### config.mk
export PLATFORM = sky130hd
export DESIGN_NAME = sample_strobe_gen
export DESIGN_NICKNAME = d
export VERILOG_FILES = /design/src/rtl/osc_pkg.sv /design/src/rtl/period_counter.sv /design/src/rtl/sample_strobe_gen.sv
export SDC_FILE = /design/constraint.sdc
export NUM_CORES = 1
export LEC_CHECK = 0
export CAP_MARGIN = 15
export CELL_PAD_IN_SITES_DETAIL_PLACEMENT = 1
export CELL_PAD_IN_SITES_GLOBAL_PLACEMENT = 1
export CORE_AREA = 5 5 103 105
export CTS_CLUSTER_SIZE = 8
export DETAILED_ROUTE_END_ITERATION = 8
export DIE_AREA = 0 0 108 110
export DONT_BUFFER_PORTS = 1
export PLACE_DENSITY = 0.84
export SLEW_MARGIN = 20
export SYNTH_ARGS = -nofsm -noshare
export SYNTH_HDL_FRONTEND = slang
export SYNTH_HIERARCHICAL = 1
export SYNTH_SLANG_ARGS = --single-unit
### constraint.sdc
create_clock -name clk -period 4.93 [get_ports clk]
set_clock_uncertainty 0.05 [all_clocks]
set_input_delay 0.7395 -clock clk [delete_from_list [all_inputs] [get_ports clk]]
set_output_delay 0.7395 -clock clk [all_outputs]
set_load 0.05 [all_outputs]
### src/rtl/osc_pkg.sv
// ---------------------------------------------------------------------------
// osc_pkg
// Shared definitions for the oscilloscope acquisition path.
//   strobe_state_t    : sequencing states of the sample strobe generator
//   MIN_SAMPLE_PERIOD : shortest legal spacing between sample strobes
//   DEFAULT_FRAME_LEN : samples per display frame (one per horizontal pixel)
//   effective_period  : clamps a requested period up to MIN_SAMPLE_PERIOD
// ---------------------------------------------------------------------------
package osc_pkg;

    typedef enum logic [1:0] {
        IDLE,
        ARM,
        RUN,
        DONE
    } strobe_state_t;

    localparam int MIN_SAMPLE_PERIOD = 2;
    localparam int DEFAULT_FRAME_LEN = 640;

    // A period of 0 or 1 would make back-to-back strobes (or none at all),
    // so anything below the minimum is promoted to the minimum.
    function automatic logic [31:0] effective_period(input logic [31:0] requested);
        if (requested < 32'(MIN_SAMPLE_PERIOD)) begin
            return 32'(MIN_SAMPLE_PERIOD);
        end
        return requested;
    endfunction

endpackage

### src/rtl/period_counter.sv
// ---------------------------------------------------------------------------
// period_counter
// Free-running 32-bit cycle counter that wraps every latched period and
// flags the wrap cycle.
// Ports:
//   clk      : system clock
//   reset    : synchronous, active-high reset (count 0, period 2)
//   load_i   : latch max(period_i, 2) and restart counting from 0
//   clear_i  : restart counting from 0, keep the latched period
//   enable_i : advance the counter this cycle
//   period_i : requested clock cycles per wrap
//   wrap_o   : high in the cycle where the count reaches period-1 while enabled
// ---------------------------------------------------------------------------
module period_counter
    import osc_pkg::*;
(
    input  logic        clk,
    input  logic        reset,
    input  logic        load_i,
    input  logic        clear_i,
    input  logic        enable_i,
    input  logic [31:0] period_i,
    output logic        wrap_o
);

    logic [31:0] latchedPeriod_q;
    logic [31:0] latchedPeriod_d;
    logic [31:0] count_q;
    logic [31:0] count_d;
    logic        atEnd;

    // The latched period is never below 2, so period-1 cannot underflow and
    // an all-ones period still compares cleanly with no wider arithmetic.
    assign atEnd  = (count_q == (latchedPeriod_q - 32'd1));
    assign wrap_o = enable_i && atEnd;

    // Load takes priority over clear, and clear over counting, so a frame
    // restart or an abort always begins from a zero count.
    always_comb begin
        latchedPeriod_d = latchedPeriod_q;
        count_d         = count_q;
        if (load_i) begin
            latchedPeriod_d = effective_period(period_i);
            count_d         = 32'd0;
        end else if (clear_i) begin
            count_d = 32'd0;
        end else if (enable_i) begin
            count_d = atEnd ? 32'd0 : (count_q + 32'd1);
        end
    end

    // Counter and period registers with synchronous reset.
    always_ff @(posedge clk) begin
        if (reset) begin
            latchedPeriod_q <= 32'(MIN_SAMPLE_PERIOD);
            count_q         <= 32'd0;
        end else begin
            latchedPeriod_q <= latchedPeriod_d;
            count_q         <= count_d;
        end
    end

endmodule

### src/rtl/sample_strobe_gen.sv
// ---------------------------------------------------------------------------
// sample_strobe_gen
// Turns the clock-cycles-per-sample value from the timebase lookup into a
// one-cycle sample-enable strobe, sequencing one display frame of FRAME_LEN
// samples at a time and rearming while run stays high.
// Parameters:
//   FRAME_LEN : samples per frame (2..65535)
//   IDX_W     : width of sample_idx
// Ports:
//   clk           : system clock
//   reset         : synchronous, active-high reset
//   time_sampling : clock cycles between strobes (latched once per frame)
//   run           : level, 1 = acquire frames, 0 = stop/abort
//   single        : (SINGLE_SHOT_EN only) one frame per rising edge of run
//   sample_en     : one-cycle strobe, capture ADC sample now
//   sample_idx    : index of the strobed sample, valid while sample_en=1
//   frame_done    : one-cycle pulse after the last sample of a frame
//   busy          : high while a frame is being armed, run or completed
// Configuration macro: SINGLE_SHOT_EN adds the single port and edge-armed
// single-frame acquisition. Without it the block rearms continuously.
// ---------------------------------------------------------------------------
module sample_strobe_gen
    import osc_pkg::*;
#(
    parameter int FRAME_LEN = DEFAULT_FRAME_LEN,
    parameter int IDX_W     = $clog2(FRAME_LEN)
) (
    input  logic             clk,
    input  logic             reset,
    input  logic [31:0]      time_sampling,
    input  logic             run,
`ifdef SINGLE_SHOT_EN
    input  logic             single,
`endif
    output logic             sample_en,
    output logic [IDX_W-1:0] sample_idx,
    output logic             frame_done,
    output logic             busy
);

    localparam logic [IDX_W-1:0] LAST_IDX = IDX_W'(FRAME_LEN - 1);

    strobe_state_t    state_q;
    strobe_state_t    state_d;
    logic [IDX_W-1:0] sampleIdx_q;
    logic [IDX_W-1:0] sampleIdx_d;
    logic             strobe;
    logic             startReq;
    logic             rearm;
    logic             counterLoad;
    logic             counterClear;
    logic             counterEnable;

`ifdef SINGLE_SHOT_EN
    logic runPrev_q;

    // Registered copy of run so single-shot mode can wait for a fresh
    // 0->1 transition before starting another frame.
    always_ff @(posedge clk) begin
        if (reset) begin
            runPrev_q <= 1'b0;
        end else begin
            runPrev_q <= run;
        end
    end

    assign startReq = single ? (run && !runPrev_q) : run;
    assign rearm    = run && !single;
`else
    assign startReq = run;
    assign rearm    = run;
`endif

    // The counter restarts on ARM, holds at zero outside RUN, and is also
    // zeroed on the abort edge so an aborted frame leaves no stale count.
    assign counterLoad   = (state_q == ARM);
    assign counterEnable = (state_q == RUN);
    assign counterClear  = (state_q != RUN) || !run;

    period_counter u_period_counter (
        .clk      (clk),
        .reset    (reset),
        .load_i   (counterLoad),
        .clear_i  (counterClear),
        .enable_i (counterEnable),
        .period_i (time_sampling),
        .wrap_o   (strobe)
    );

    // State and sample index registers.
    always_ff @(posedge clk) begin
        if (reset) begin
            state_q     <= IDLE;
            sampleIdx_q <= '0;
        end else begin
            state_q     <= state_d;
            sampleIdx_q <= sampleIdx_d;
        end
    end

    // Next-state logic. Dropping run in ARM or RUN abandons the frame with
    // no done pulse; a strobe coming due in that same cycle still fires
    // because it depends only on the counter. The index returns to zero
    // whenever it is not counting through a live frame.
    always_comb begin
        state_d     = state_q;
        sampleIdx_d = '0;
        case (state_q)
            IDLE: begin
                if (startReq) begin
                    state_d = ARM;
                end
            end
            ARM: begin
                state_d = run ? RUN : IDLE;
            end
            RUN: begin
                if (!run) begin
                    state_d = IDLE;
                end else if (strobe) begin
                    if (sampleIdx_q == LAST_IDX) begin
                        state_d = DONE;
                    end else begin
                        sampleIdx_d = sampleIdx_q + IDX_W'(1);
                    end
                end else begin
                    sampleIdx_d = sampleIdx_q;
                end
            end
            DONE: begin
                state_d = rearm ? ARM : IDLE;
            end
            default: begin
                state_d = IDLE;
            end
        endcase
    end

    // Outputs are decoded from registered state only, so a reset clears all
    // of them on the same edge that returns the FSM to IDLE.
    always_comb begin
        sample_en  = strobe;
        sample_idx = sampleIdx_q;
        frame_done = (state_q == DONE);
        busy       = (state_q != IDLE);
    end

endmodule

* Word-level counts from Yosys, hierarchy flattened
Index checks and enable logic that the tools add are counted.
Storage, ports and cells: logic and storage cells 40, input bits 35, flip-flop bits (word level) 76
Cells by class: mux-type cells 13, reductions and logical operators 8, $add $sub $neg 3, eq/ne operators 9, $lt $le $gt $ge 1, bitwise logic cells 2
Operators by type and width (count):
- $mux W32 | 3
- $add A32 B1 Y32 const B | 1
- $eq A32 B32 Y1 | 1
- $lt A32 B2 Y1 const B | 1
- $sub A32 B1 Y32 const B | 1
- $add A10 B1 Y10 const B | 1
- $eq A10 B10 Y1 const B | 1
- $mux W10 | 1
- $mux W2 | 5
- $pmux W2 S4 | 1
- $ne A3 B3 Y1 const B | 2
- $reduce_or A3 Y1 | 2
- $eq A2 B2 Y1 const B | 2
- $ne A2 B2 Y1 const B | 2
- $mux W1 | 3
- $reduce_and A3 Y1 | 1
- $eq A2 B1 Y1 const B | 1
- $logic_not A2 Y1 | 1
- $not A1 Y1 | 2
- $reduce_bool A2 Y1 | 1
- $logic_and A1 B1 Y1 | 1
- $logic_not A1 Y1 | 1
- $logic_or A1 B1 Y1 | 1

* Depth between registers and ports, before layout
Gate-level depths: netlist of run 1.
depth in word-level cells 6, gate-level depth with buffers 15, depth with buffers taken out 14

* By module
The synthesis of run 1 kept the hierarchy.
Modules (own cells, without submodules):
- period_counter | seq. area each 1281.2 um^2, cells each 456, instances 1, area each 3877.5 um^2
- sample_strobe_gen | seq. area each 240.2 um^2, cells each 61, instances 1, area each 570.5 um^2

* Worst setup path before layout of run 1
No wires, ideal clock.
path type register to register, start point register u_period_counter.latchedPeriod_q[18], end point register sampleIdx_q[6] (netlist: sample_idx[6]), library setup time 0.073 ns, arrival time 4.051 ns, slack 0.756 ns, stages on the path, launching flop included 12, period minus slack after synthesis 4.174 ns, path through dfxtp_1 -> nor4_1 -> nand3_1 -> o31a_1 -> a2111oi_2 -> nand2_1 -> a2111oi_0 -> nand4_1 -> nor2_1 -> nand4_2 -> or3_1 -> a21oi_1
Between the ends: cells in the longest elaborated chain, start to end 3
RTL lines:
- from (decl) | RTL line period_counter.sv:26 | logic [31:0] latchedPeriod_q;
- from (signal assigned) | RTL line period_counter.sv:55 | latchedPeriod_q <= 32'(MIN_SAMPLE_PERIOD);
- from (signal assigned) | RTL line period_counter.sv:58 | latchedPeriod_q <= latchedPeriod_d;
- $sub A32 B1 Y32 | RTL line period_counter.sv:34 | assign atEnd = (count_q == (latchedPeriod_q - 32'd1));
- $eq A32 B32 Y1 | RTL line period_counter.sv:34
- $logic_and A1 B1 Y1 | RTL line period_counter.sv:35 | assign wrap_o = enable_i && atEnd;
- named net sample_en | RTL line sample_strobe_gen.sv:35 | output logic sample_en,
- to (signal assigned) | RTL line sample_strobe_gen.sv:97 | sampleIdx_q <= sampleIdx_d;
- to (decl) | RTL line sample_strobe_gen.sv:45 | logic [IDX_W-1:0] sampleIdx_q;
The timed path passes the listed nets, and every way through them passes these cells. A chain may end at the register's enable or synchronous reset.

* Final worst setup path of run 1
start point register u_period_counter.latchedPeriod_q[4], end point output sample_en
Between the ends: cells in the longest elaborated chain, start to end 3
RTL lines (RTL line):
- $sub A32 B1 Y32 | period_counter.sv:34
- $eq A32 B32 Y1 | period_counter.sv:34
- $logic_and A1 B1 Y1 | period_counter.sv:35
- to (decl) | sample_strobe_gen.sv:35
Every way passes these cells.

==> results.sh, run 1 <==
export IMPL_place_congestion=0.918
export IMPL_fill_cells=1164
export IMPL_synth_top_family_by_area="simple AND/OR/NAND/NOR gates"
export IMPL_syn_inst=517
export IMPL_synthXorXnorAreaFrac_pct=14.8
export IMPL_synth_simple_area_share_pct=31.2
export IMPL_ys_seq_elements=76
export IMPL_row_count=36
export IMPL_viasPerCell=5.93
export IMPL_grtUsageTotal_pct=22.7
export IMPL_irDropWorstVdd_uv=179
export IMPL_max_freq_mhz=223
export IMPL_dpl_worst_slack_ps=656
export IMPL_io_buffers=0
export IMPL_slew_headroom_pct=48.0
export IMPL_run_status="complete, no violations"
export IMPL_post_route_min_period_ps=4480
export IMPL_cts_buffer_depth=2
export IMPL_cpMaxStageDelayCell="a2111oi_0"
export IMPL_cts_buffers_inserted=9
export IMPL_overflow=0
export IMPL_cts_resized=0
export IMPL_cp_num_buf_inv=2
export IMPL_muxShareOfSynthArea_pct=7.93
export IMPL_synth_seq_area_share_pct=34.2
export IMPL_cts_hold_buf=0
export IMPL_htreeDepth=3
export IMPL_antenna_found_initial=0
export IMPL_wirelength_mm=12.8
export IMPL_hold_violations=0
export IMPL_top_level_ports=48
export IMPL_ys_flop_type="dfxtp_1"
export IMPL_critPathMaxStageDelay_ps=700
export IMPL_critical_path_required_ps=4140
export IMPL_setup_tns_ps=0
export IMPL_synthArstFlopShare_pct=0
export IMPL_drt_iter0_markers=145
export IMPL_arrival_ps=3690
export IMPL_grt_pass1_wl_mm=20.8
export IMPL_place_hpwl_mm=9.85
export IMPL_p_leak_nw=1.70
export IMPL_final_setup_worst_slack_ps=450
export IMPL_grt_max_degree=37
export IMPL_synth_cell_type_count=62
export IMPL_numClockSinks=76
export IMPL_drt_pass1_iter_count=4
export IMPL_rsz0062_at_grt="false"
export IMPL_fin_crit_sh_pct=90.9
export IMPL_avgRoutedWirePerCell_um=19.7
export IMPL_synth_nets=555
export IMPL_clk_latency_ps=370
export IMPL_worst_slew_pin_slew_ps=760
export IMPL_synth_compound_area_share_pct=7.59
export IMPL_start_util_pct=46.6
export IMPL_avgSynthCellArea_um2=8.60
export IMPL_coreArea_um2=9550
export IMPL_synthAdderAreaFrac_pct=0.844
export IMPL_die_width_um=108
export IMPL_final_max_slew_viol_count=0
export IMPL_clk_pin_slew_ps=70
export IMPL_n_antenna_cell=0
export IMPL_layout_drive_gt1_share_pct=8.38
export IMPL_via_count=3831
export IMPL_post_cts_buffers=0
export IMPL_hold_class="in -> reg"
export IMPL_powerDensity_nw_per_um2=296
export IMPL_syn_area_um2=4450
export IMPL_cts_tree="yes"
export IMPL_die_y_um=110
export IMPL_dieArea_um2=11900
export IMPL_grt_pass1_vias=4046
export IMPL_synth_edf_count=0
export IMPL_crit_chain="nor4_4 -> nand4b_1 -> buf_4 -> o31a_1 -> a2111oi_2 -> nand2_1 -> a2111oi_0 -> nand4_1 -> nor2_1 -> buf_4"
export IMPL_startpoint_type="flop"
export IMPL_worstSetupPathType="reg -> out"
export IMPL_nets=547
export IMPL_crit_fanout=8
export IMPL_critPathTopFamily="compound AO/OA/AOI/OAI gates"
export IMPL_finalSetupViolCount=0
export IMPL_ant_nets=0
export IMPL_crit_top_cell="buf_4"
export IMPL_drc=0
export IMPL_cts_root_buffer="clkbuf_8"
export IMPL_maxCapViolations=0
export IMPL_syn_to_final_growth_pct=7.43
export IMPL_cp_end_kind="output port"
export IMPL_synth_warning_count=6
## cells in the final DEF, fill, tap and decap left out, types with 6 or more instances in the layout
cell type	Yosys	final
o21ai_0	7	7
and4_1	6	6
and3_1	12	12
xnor2_1	27	27
nand2b_1	7	7
a21oi_1	13	13
dfxtp_1	76	76
nor2_1	59	59
xor2_1	48	48
nand2_1	28	28
inv_1	7	7
clkbuf_8	0	10
nor3_1	45	45
nor4_1	14	13
nand4_1	18	18
nand3_1	18	18
mux2i_1	33	33
## report_power, final
group          leakage, nW  switching, mW  internal [mW]  total, mW
Clock                0.122          0.228          0.345      0.573
Sequential           0.616         0.0243          0.628      0.652
Combinational        0.966          0.108         0.0812      0.189
Total                 1.70          0.360           1.05       1.41
## Yosys cell counts (4+ instances only)
library cell | n | share of area, %
dfxtp_1 | 76 | 34
nor2_1 | 59 | 5.0
xor2_1 | 48 | 9.5
nor3_1 | 45 | 5.1
mux2i_1 | 33 | 7.4
nand2_1 | 28 | 2.4
xnor2_1 | 27 | 5.3
nand3_1 | 18 | 2.0
nand4_1 | 18 | 2.5
nor4_1 | 14 | 2.0
a21oi_1 | 13 | 1.5
clkbuf_1 | 13 | 1.1
and3_1 | 12 | 1.7
inv_1 | 7 | 0.59
nand2b_1 | 7 | 0.98
o21ai_0 | 7 | 0.79
and4_1 | 6 | 1.2
a211oi_1 | 5 | 0.84
buf_1 | 4 | 0.34
buf_6 | 4 | 1.0
nand3b_1 | 4 | 0.68
nor4b_1 | 4 | 0.79
or2_2 | 4 | 0.56
or3_1 | 4 | 0.56
## registers in the layout, indices dropped and copies added, names as in the netlist
signal,cells
u_period_counter/latchedPeriod_q,32
state_q,2
sample_idx,10
u_period_counter/count_q,32
## layer usage
layer	global-route usage [%]	share of wire, %	vias up
met2	41.6	52	85
met4	10.3	2.8	0
li1	-	-	1841
met5	0	0	-
met3	5.42	4.3	29
met1	24.8	41	1876
## path summary, 6_finish.rpt
path / startpoint / endpoint / slack [ps] / depth (start not counted)
max reg2reg: u_period_counter/latchedPeriod_q[4]$_SDFFE_PP0P_ / sample_idx[9]$_SDFFE_PP0P_ / 730 / 14
max: u_period_counter/latchedPeriod_q[4]$_SDFFE_PP0P_ / sample_en / 450 / 10
min: reset / u_period_counter/latchedPeriod_q[2]$_SDFFE_PP0P_ / 390 / 1
min reg2reg: u_period_counter/latchedPeriod_q[31]$_SDFFE_PP0P_ / u_period_counter/latchedPeriod_q[31]$_SDFFE_PP0P_ / 510 / 2
## cell type report
class	count	area [µm²]	share of cell area [%]
flip-flops and latches	76	1520	31.8
well taps	133	166	3.48
clock buffers	10	138	2.88
clock inverters	5	100	2.09
multi-input cells	410	2790	58.4
repair buffers	5	37.5	0.786
inverters	7	26.3	0.550
## metrics by stage
step                hold slack [ps]  utilization, %  instance area (µm²)  instances  power (mW)
finish                          387            50.0                 4780        646        1.41
global route                    362            50.0                 4780        646        1.48
CTS                             370            50.0                 4770        646        1.43
detailed placement              487            47.5                 4530        631       0.849
global placement                461            47.5                 4530        631       0.843
floorplan                       431               -                 4450        517       0.811
## kinds of logic (layout without fill, tap and decap cells)
group,Yosys count,after routing
buf+inv,31,27
fa+ha+maj,3,3
xor+xnor,75,75
simple gates,249,249
flops,76,76
mux,35,35
compound gates,48,48
(Power assumes the default switching activity.)
==> run 2, diff against run 1 <==
- CORE_AREA: 5 5 103 105 -> 2 2 100 102
- DIE_AREA: 0 0 108 110 -> 0 0 102 104
- GPL_TIMING_DRIVEN: unset -> 1
==> run 2 against run 1 <==
Sequential share of layout area up 0.35 points. Combinational power about the same. Utilization is 0.55 points lower. Routed wire length unchanged. Critical path depth down 1. Final cell count stayed put. Largest cell class unchanged. Highest routed layer unchanged.
==> results.sh, run 2 (synthesized netlist as in run 1, its figures left out) <==
export IMPL_run_status="complete, no violations"
export IMPL_cts_buffers_inserted=9
export IMPL_ant_nets=0
export IMPL_combinationalPowerShare_pct=14.4
export IMPL_antenna_found_initial=0
export IMPL_final_max_slew_viol_count=0
export IMPL_top_level_ports=48
export IMPL_htreeDepth=3
export IMPL_post_cts_buffers=0
export IMPL_rsz0062_at_grt="false"
export IMPL_final_common_cell="dfxtp_1"
export IMPL_clock_power_share_pct=36.1
export IMPL_hold_violations=0
export IMPL_p_switching_mw=0.376
export IMPL_worst_slew_pin_slew_ps=731
export IMPL_seqPwrFrac_pct=49.5
export IMPL_startpoint_type="flop"
export IMPL_via_count=3839
export IMPL_whs_ps=385
export IMPL_holdPathStages=1
export IMPL_grt_pass1_vias=4069
export IMPL_cts_tree="yes"
export IMPL_viasPerCell=5.94
export IMPL_finalSetupViolCount=0
export IMPL_final_setup_worst_slack_ps=333
export IMPL_hold_class="in -> reg"
export IMPL_slew_headroom_pct=51.2
export IMPL_drt_pass1_iter_count=4
export IMPL_layout_cells_non_filler=646
export IMPL_worstSetupPathType="reg -> out"
export IMPL_nets=546
export IMPL_start_util_pct=46.6
export IMPL_numClockSinks=76
export IMPL_maxCapViolations=0
export IMPL_max_freq_mhz=218
export IMPL_cts_buffer_depth=2
export IMPL_row_count=36
export IMPL_p_int_mw=0.939
export IMPL_clk_latency_ps=370
export IMPL_grt_max_degree=37
export IMPL_place_congestion=0.865
export IMPL_post_route_min_period_ps=4600
export IMPL_ff2ff_setup_slack_ps=600
export IMPL_drt_iter0_markers=142
export IMPL_p_leak_nw=1.67
export IMPL_place_hpwl_mm=9.61
export IMPL_holdPathEnd="u_period_counter/latchedPeriod_q[10]$_SDFFE_PP0P_"
export IMPL_avgRoutedWirePerCell_um=19.7
export IMPL_reg2regPathDepth=13
export IMPL_cts_resized=0
export IMPL_arrival_ps=3810
export IMPL_die_y_um=104
export IMPL_critical_path_required_ps=4140
export IMPL_powerDensity_nw_per_um2=278
export IMPL_drc=0
export IMPL_layout_drive_gt1_share_pct=8.38
export IMPL_final_cell_mix="dfxtp_1 (76), nor2_1 (59), xor2_1 (48)"
export IMPL_die_width_um=102
export IMPL_switching_share_pct=28.6
export IMPL_syn_to_final_growth_pct=6.24
export IMPL_dpl_worst_slack_ps=606
export IMPL_io_buffers=0
export IMPL_fill_cells=1156
export IMPL_overflow=0
export IMPL_dieArea_um2=10600
export IMPL_n_antenna_cell=0
export IMPL_final_area_um2=4730
export IMPL_cts_hold_buf=0
export IMPL_grtUsageTotal_pct=25.0
export IMPL_clk_pin_slew_ps=90
export IMPL_setup_tns_ps=0
export IMPL_fin_crit_sh_pct=93.3
export IMPL_p_total_mw=1.32
export IMPL_wirelength_mm=12.8
export IMPL_grt_pass1_wl_mm=20.6
export IMPL_cts_root_buffer="clkbuf_8"
export IMPL_coreArea_um2=9550
export IMPL_irDropWorstVdd_uv=133
export IMPL_crit_fanout=11
export IMPL_reg2reg_from="u_period_counter/latchedPeriod_q[4]$_SDFFE_PP0P_"
export IMPL_place_area_um2=4530
export IMPL_cp_end_kind="output port"
export IMPL_placed_cells=630
export IMPL_utilization_pct=49.5
export IMPL_rr_endpoint="sample_idx[5]$_SDFFE_PP0P_"
export IMPL_holdCritStartpoint="reset"
## run 2: changes by cell type in the layout (fill, tap and decap cells not counted)
| cell | change |
|---|---|
| clkinvlp_4 | +3 |
| buf_4 | -1 |
| clkbuf_8 | -1 |
| a2111oi_0 | -1 |
| a2111oi_1 | +1 |
| bufinv_16 | -2 |
| clkinv_2 | +1 |
## run 2: final cells by class
cell class / instances / area [µm²] / area share [%]
Clock buffer: 9 / 124 / 2.62
Clock inverter: 7 / 67.6 / 1.43
Inverter: 7 / 26.3 / 0.556
Multi-Input combinational cell: 410 / 2790 / 59.0
Sequential cell: 76 / 1520 / 32.2
Tap cell: 133 / 166 / 3.52
Timing Repair Buffer: 4 / 30.0 / 0.635
## run 2: worst max-delay path: stages (launching register included)
cell	delay (ps)
dfxtp_1	380
nor4_4	460
nand4b_1	460
o31a_1	440
a2111oi_2	330
nand2_1	100
a2111oi_1	650
nand4_1	200
nor2_1	150
buf_4	270
## run 2: power by group through the flow
stage	Sequential (mW)	Combinational (mW)	Clock, mW
final	0.651	0.189	0.475
after global routing	0.653	0.207	0.512
after CTS	0.651	0.185	0.484
after detailed placement	0.665	0.183	0
after global placement	0.664	0.178	0
after floorplan	0.655	0.156	0
## run 2: worst max-delay path by stage
stage,start,slack [ps],depth (start not counted),to
after floorplan,u_period_counter/latchedPeriod_q[18]$_SDFFE_PP0P_,760,11,sample_idx[6]$_SDFFE_PP0P_
after global placement,u_period_counter/latchedPeriod_q[18]$_SDFFE_PP0P_,800,13,sample_idx[9]$_SDFFE_PP0P_
after detailed placement,u_period_counter/latchedPeriod_q[18]$_SDFFE_PP0P_,610,13,sample_idx[5]$_SDFFE_PP0P_
after CTS,u_period_counter/latchedPeriod_q[18]$_SDFFE_PP0P_,240,9,sample_en
after global routing,u_period_counter/latchedPeriod_q[4]$_SDFFE_PP0P_,50,9,sample_en
final,u_period_counter/latchedPeriod_q[4]$_SDFFE_PP0P_,330,9,sample_en
## run 2: routing by layer
metal	GRT usage, %	part of all wire [%]	wire length [µm]	up-vias
met3	6.52	3.4	436	23
met4	8.29	2.5	322	0
met5	0	0	0	-
met1	29.6	43	5480	1893
met2	43.3	51	6520	77
li1	-	-	-	1846
==> run 3, diff against run 2 <==
- CAP_MARGIN: 15 -> unset
==> results of run 3 <==
No change in the layout: final DEF, timing and power equal those of run 2.
